$ cat src/rtl/vend_pkg.sv
// Shared types and constants for the vending session arbiter.
// Coin codes match the vending core's coin port.
package vend_pkg;

    typedef enum logic [1:0] {
        IDLE,
        XFER,
        RESP
    } state_t;

    localparam logic [1:0] COIN_NONE   = 2'b00;
    localparam logic [1:0] COIN_5      = 2'b01;
    localparam logic [1:0] COIN_10     = 2'b10;
    localparam logic [1:0] COIN_CANCEL = 2'b11;

    localparam int PRICE_UNITS = 4;

endpackage

$ cat src/rtl/vend_session_arbiter_rr_picker.sv
// Cyclic first-set search over kiosk requests, starting at ptr.
// Purely combinational; idx is only meaningful when hit is set.
module rr_picker #(
    parameter int N = 4
) (
    input  logic [N-1:0]         req,
    input  logic [$clog2(N)-1:0] ptr,
    output logic                 hit,
    output logic [$clog2(N)-1:0] idx
);

    localparam int W = $clog2(N);

    logic [W:0] s;

    // Walk offsets downward so the closest set bit to ptr wins last.
    always_comb begin
        hit = 1'b0;
        idx = '0;
        s   = '0;
        for (int k = N - 1; k >= 0; k--) begin
            s = {1'b0, ptr} + (W + 1)'(k);
            if (s >= (W + 1)'(N)) begin
                s = s - (W + 1)'(N);
            end
            if (req[s[W-1:0]]) begin
                hit = 1'b1;
                idx = s[W-1:0];
            end
        end
    end

endmodule

$ cat src/rtl/vend_session_arbiter.sv
// Round-robin session arbiter sharing one vending core among N kiosks.
// One owner at a time; session ends on drink, cancel or idle timeout.
module vend_session_arbiter
    import vend_pkg::*;
#(
    parameter int N       = 4,
    parameter int TIMEOUT = 16
) (
    input  logic                 clk,
    input  logic                 reset,
    input  logic [N-1:0]         req_valid,
    input  logic [2*N-1:0]       req_coin,
    output logic [N-1:0]         req_ready,
    output logic [N-1:0]         gnt,
    output logic                 res_valid,
    output logic [$clog2(N)-1:0] res_id,
    output logic                 res_drink,
    output logic [1:0]           res_back,
    output logic                 res_end,
    output logic [1:0]           core_coin,
    input  logic                 core_drink,
    input  logic [1:0]           core_back
);

    localparam int W  = $clog2(N);
    localparam int CW = $clog2(TIMEOUT);

    state_t        state, state_nx;
    logic [W-1:0]  owner, owner_nx;
    logic [W-1:0]  rr_ptr, rr_ptr_nx;
    logic [W-1:0]  pick;
    logic [CW-1:0] idle_cnt, idle_cnt_nx;
    logic          cancel, cancel_nx;
    logic          hit;
    logic          own_valid;
    logic          sess_end;
    logic [1:0]    own_coin;

    rr_picker #(.N(N)) u_pick (
        .req (req_valid),
        .ptr (rr_ptr),
        .hit (hit),
        .idx (pick)
    );

    assign own_coin  = req_coin[{owner, 1'b0} +: 2];
    assign own_valid = req_valid[owner];
    assign sess_end  = core_drink | cancel;

    always_comb begin
        gnt = '0;
        if (state != IDLE) begin
            gnt[owner] = 1'b1;
        end
    end

    always_comb begin
        state_nx    = state;
        owner_nx    = owner;
        rr_ptr_nx   = rr_ptr;
        idle_cnt_nx = idle_cnt;
        cancel_nx   = cancel;
        core_coin   = COIN_NONE;
        req_ready   = '0;
        unique case (state)
            IDLE: begin
                if (hit) begin
                    owner_nx    = pick;
                    idle_cnt_nx = '0;
                    state_nx    = XFER;
                end
            end
            XFER: begin
                if (own_valid) begin
                    core_coin        = own_coin;
                    req_ready[owner] = 1'b1;
                    cancel_nx        = (own_coin == COIN_CANCEL);
                    idle_cnt_nx      = '0;
                    state_nx         = RESP;
                end else if (idle_cnt == CW'(TIMEOUT - 1)) begin
                    // Abandoned session: force a cancel so the core refunds.
                    core_coin = COIN_CANCEL;
                    cancel_nx = 1'b1;
                    state_nx  = RESP;
                end else if (idle_cnt != '1) begin
                    idle_cnt_nx = idle_cnt + 1'b1;
                end
            end
            RESP: begin
                if (sess_end) begin
                    rr_ptr_nx = (owner == W'(N - 1)) ? '0 : owner + 1'b1;
                    state_nx  = IDLE;
                end else begin
                    state_nx = XFER;
                end
            end
            default: state_nx = IDLE;
        endcase
    end

    always_ff @(posedge clk or negedge reset) begin
        if (!reset) begin
            state     <= IDLE;
            owner     <= '0;
            rr_ptr    <= '0;
            idle_cnt  <= '0;
            cancel    <= 1'b0;
            res_valid <= 1'b0;
            res_id    <= '0;
            res_drink <= 1'b0;
            res_back  <= '0;
            res_end   <= 1'b0;
        end else begin
            state    <= state_nx;
            owner    <= owner_nx;
            rr_ptr   <= rr_ptr_nx;
            idle_cnt <= idle_cnt_nx;
            cancel   <= cancel_nx;
            if (state == RESP) begin
                res_valid <= 1'b1;
                res_id    <= owner;
                res_drink <= core_drink;
                res_back  <= core_back;
                res_end   <= sess_end;
            end else begin
                res_valid <= 1'b0;
                res_id    <= '0;
                res_drink <= 1'b0;
                res_back  <= '0;
                res_end   <= 1'b0;
            end
        end
    end

endmodule

$ cat config.mk
export PLATFORM = sky130hd
export DESIGN_NAME = vend_session_arbiter
export DESIGN_NICKNAME = d
export VERILOG_FILES = /design/src/rtl/vend_pkg.sv /design/src/rtl/vend_session_arbiter_rr_picker.sv /design/src/rtl/vend_session_arbiter.sv
export SDC_FILE = /design/constraint.sdc
export NUM_CORES = 1
export LEC_CHECK = 0
export ABC_CLOCK_PERIOD_IN_PS = 2850
export BUFFER_PORTS_ARGS = -buffer_cell sky130_fd_sc_hd__buf_2
export CORE_UTILIZATION = 35
export DETAILED_ROUTE_END_ITERATION = 8
export PLACE_DENSITY_LB_ADDON = 0.2
export SLEW_MARGIN = 20
export SYNTH_ARGS = -nofsm -noshare
export SYNTH_HDL_FRONTEND = slang
export SYNTH_HIERARCHICAL = 1
export SYNTH_SLANG_ARGS = --single-unit
$ cat constraint.sdc
create_clock -name clk -period 2.85 [get_ports clk]
set_clock_uncertainty 0.2 [all_clocks]
set_input_delay 0.4275 -clock clk [delete_from_list [all_inputs] [get_ports clk]]
set_output_delay 0.4275 -clock clk [all_outputs]
set_load 0.02 [all_outputs]
==> results.txt <==
The number of nets produced by synthesis is 124. The wire length after detailed routing came out at 2.26 mm. The HPWL after detailed placement is 1.72 mm. The number of global-route vias before repair was 853. The via count came out at 880. The max-slew violation total from the final report was 0. The cell area after synthesis is 1060 um^2.

The register-to-register path setup slack came out at 0.91 ns. The area taken by multi-input logic gates is roughly 570 um^2. STA puts the critical path data required time at 2.22 ns.

The number of cells on the worst reg-to-reg path is 4. The number of setup buffers added after CTS came out at 0. The total power is around 1.2 mW.

The worst-case vdd ir drop came out at 397 uV. TritonCTS built the clock tree. In this run the most critical hold path is launched from core_back[0].

The floorplan step set the die height to 57.1 um. Entering global routing, the biggest net connects 19 pins. The worst setup path is captured at an output port.

In the post-synthesis netlist, the biggest area contributors are sky130_fd_sc_hd__dfrtp_1, sky130_fd_sc_hd__ha_1, sky130_fd_sc_hd__mux4_1. The first routing iteration left 22 violations. The number of I/O port buffers is 33. The final reports fail on design-rule violations. The number of distinct library cells after synthesis came out at 30.

Of all cell types, the one taking the most synthesized area is sky130_fd_sc_hd__dfrtp_1. The overall global routing resource usage came out at 15.5%. The average cell area after synthesis is 10.4 um^2. The first-pass GRT wire length came out at 3.82 mm. The area of the placeable core is 2810 um^2. The number of max-cap violations came out at 0. The initial core utilization is 37.8%. The fraction of the cycle the final worst path needs is 90.8%. The per-cell via count in the routed design is 5.21. Global routing finished with a remaining overflow of 0. Row generation in the floorplan step produced 19 rows.

For this design the static power due to leakage is 0.682 nW. For this run, the number of Yosys warnings is 6. The startpoint identified for the worst register-to-register timing path is owner[0]. Walking the worst path, the cells encountered are mux4_2, nand2b_4, a21oi_1, buf_2. The remaining antenna violation count after routing came out at 0.

Once routing completed, OpenROAD measured the worst setup slack at ~0.26 ns. Of the cells placed in the final design, the portion with a size suffix greater than 1 is approximately 36%. The share of the Yosys chip area taken by registers is between 40% and 50%. The upper clock frequency limit came out at 387 MHz. The end point of the most critical hold path is res_back[0]. The worst setup path is launched from a flip-flop.

The average detailed-routed wire length per instance came out at between 10 and 15 um. The depth of the worst hold-timing path is 2. The synthesized design devotes to its leading area cell type between 40% and 50% of total area. The top-level port count came out at 34. The number of hold violations in the final report is 0. The number of buffers added to fix hold violations after cts came out at 1. The data arrival time of the worst path is 1.96 ns. The number of cells upsized or downsized after cts came out at 0.

The run finished, with violations left. Across the whole layout, storage elements account for 450 um^2. Setup total negative slack on the finished layout was measured at 0 ns.

Synthesis handed over a netlist of 102 instances. The post-placement setup slack came out at 0.574 ns. The dominant register cell in the synthesized netlist is sky130_fd_sc_hd__dfrtp_1. The critical path in this run is classified as reg -> out. CTS saw 18 sinks. The floorplan step set the die width to 57.1 um. Among all stages on the critical path, the largest delay is contributed by sky130_fd_sc_hd__mux4_2. The signed area change from the synthesized netlist to the final layout came out at 21.5%.

Clock-pin slew was measured on the worst setup and hold paths at 0.11 ns. The number of enable-type register cells in the synthesized netlist is 0. For this run, the slowest stage of the critical path takes 0.65 ns. The die covers about 3300 um^2.

In this run, synthesis produced a sequential element count of 18. The insertion delay of the later-clocked pin in the worst-skew pair came out at 0.30 ns. The number of buffers created by CTS came out at 3. The biggest fanout along the worst timing path came out at 11. The worst path needs 2.59 ns of the cycle, external delays included. The count of nets after finishing came out at 161. The total of endpoints with negative setup slack in the final report came out at 0. The global placement routability congestion came out at about 0.74. The async set-or-reset flop fraction in the synthesized netlist is 100%. In this run the clock root is driven by a sky130_fd_sc_hd__clkbuf_4. Setup repair after global routing left no endpoint under its margin. The final-layout fill cell count is 273. The worst register-to-register path ends at idle_cnt[1].

The relative max-transition margin is 62.0%. The antenna diode instance count is 0. The initial antenna violation count is 0. The min-delay analysis places its worst path in the category in -> reg.

The longest clock path from root to sink contains 2 buffers. The level count of the clock H-tree is 1. The transition time at the pin with the least slew margin is 0.564 ns. The post-detailed-route DRC marker count is 2. In this run the power density over the cells is roughly 950 nW/um^2. The count of TritonRoute iterations in the first routing pass came out at 6. The final design utilization came out at 45.9%.
-- synthesized netlist by cell type (2+ instances only) --
master,instances
sky130_fd_sc_hd__inv_1,4
sky130_fd_sc_hd__mux4_1,2
sky130_fd_sc_hd__buf_6,2
sky130_fd_sc_hd__and3_1,2
sky130_fd_sc_hd__o22ai_1,2
sky130_fd_sc_hd__nand2b_1,5
sky130_fd_sc_hd__and2_1,4
sky130_fd_sc_hd__nor2_1,8
sky130_fd_sc_hd__nor2b_1,6
sky130_fd_sc_hd__mux2_2,3
sky130_fd_sc_hd__a211oi_1,2
sky130_fd_sc_hd__mux2i_1,2
sky130_fd_sc_hd__a21oi_1,5
sky130_fd_sc_hd__and3_2,4
sky130_fd_sc_hd__o21ai_0,4
sky130_fd_sc_hd__dfrtp_1,18
sky130_fd_sc_hd__ha_1,5
sky130_fd_sc_hd__nand2_1,12
-- how the worst max path moves through the flow --
stage | to | start | slack (ns) | cells past startpoint
floorplan | core_coin[0] | owner[0] | 0.60 | 5
global placement | core_coin[0] | owner[0] | 0.61 | 4
detailed placement | core_coin[0] | owner[0] | 0.57 | 4
CTS | core_coin[0] | owner[0] | 0.22 | 4
global route | core_coin[0] | owner[0] | 0.12 | 4
finish | core_coin[0] | owner[0] | 0.26 | 4
-- cell usage in the layout, fill, tap and decap left out, types with 2 or more instances in the layout --
cell / instances
sky130_fd_sc_hd__a211oi_1: 2
sky130_fd_sc_hd__a21oi_1: 5
sky130_fd_sc_hd__and2_1: 4
sky130_fd_sc_hd__and3_1: 2
sky130_fd_sc_hd__and3_2: 4
sky130_fd_sc_hd__buf_2: 33
sky130_fd_sc_hd__clkbuf_4: 3
sky130_fd_sc_hd__dfrtp_1: 18
sky130_fd_sc_hd__ha_1: 5
sky130_fd_sc_hd__inv_1: 4
sky130_fd_sc_hd__mux2_2: 3
sky130_fd_sc_hd__mux2i_1: 2
sky130_fd_sc_hd__mux4_1: 2
sky130_fd_sc_hd__nand2_1: 12
sky130_fd_sc_hd__nand2b_1: 5
sky130_fd_sc_hd__nor2_1: 8
sky130_fd_sc_hd__nor2b_1: 6
sky130_fd_sc_hd__o21ai_0: 4
sky130_fd_sc_hd__o22ai_1: 2
-- routing by layer --
layer	routed length [um]	vias to the layer above	share of wire (%)	global-route usage, %
met5	0	-	0	0
met4	19	0	0.84	4.88
met3	93	2	4.1	4.54
met2	1140	14	51	26.4
met1	1000	437	44	18.9
li1	-	427	-	-
-- logic make-up (layout without fill, tap and decap cells) --
family                   Yosys count  in the layout  share of synthesized area [%]
AND/OR/NAND/NOR                   47             47                           24.4
AO/OA/AOI/OAI                     18             18                           11.6
flip-flops                        18             18                           42.5
multiplexers                       8              8                           12.1
buffers and inverters              6             42                           3.54
adder cells (fa/ha/maj)            5              5                           5.90
-- final cells by class --
class | count | area share [%]
Multi-Input combinational cell | 78 | 44.5
Sequential cell | 18 | 35.0
Timing Repair Buffer | 34 | 13.6
Tap cell | 31 | 3.01
Clock buffer | 4 | 2.82
Inverter | 4 | 1.17
-- report_power, final --
group	internal, mW	leakage, nW	switching (mW)	total, mW
sequential	0.334	0.236	0.0990	0.433
clock	0.0778	0.0210	0.0830	0.161
combinational	0.282	0.425	0.346	0.628
-- stage by stage --
stage | instance area, um^2 | std cells | hold WS (ns)
2_1_floorplan | 1060 | 102 | -0.0681
3_5_place_dp | 1240 | 164 | 0.188
4_1_cts | 1290 | 169 | 0.122
5_1_grt | 1290 | 169 | 0.127
6_report | 1290 | 169 | 0.131
3_3_place_gp | 1240 | 164 | 0.184
-- flip-flops by register name (all words and copies together), names as in the netlist --
register	cells
idle_cnt	4
owner	2
res_back	2
res_id	2
rr_ptr	2
state	2
cancel	1
res_drink	1
res_end	1
res_valid	1
-- worst max-delay path: cells and delay by family, from the launching register on --
| family | cells | cell delay [ns] |
|---|---|---|
| DFF | 1 | 0.54 |
| muxes | 1 | 0.65 |
| and+or+nand+nor | 1 | 0.18 |
| buffers and inverters | 1 | 0.18 |
| AOI/OAI and AO/OA | 1 | 0.11 |
No activity file was read; power rests on OpenSTA's default activity.
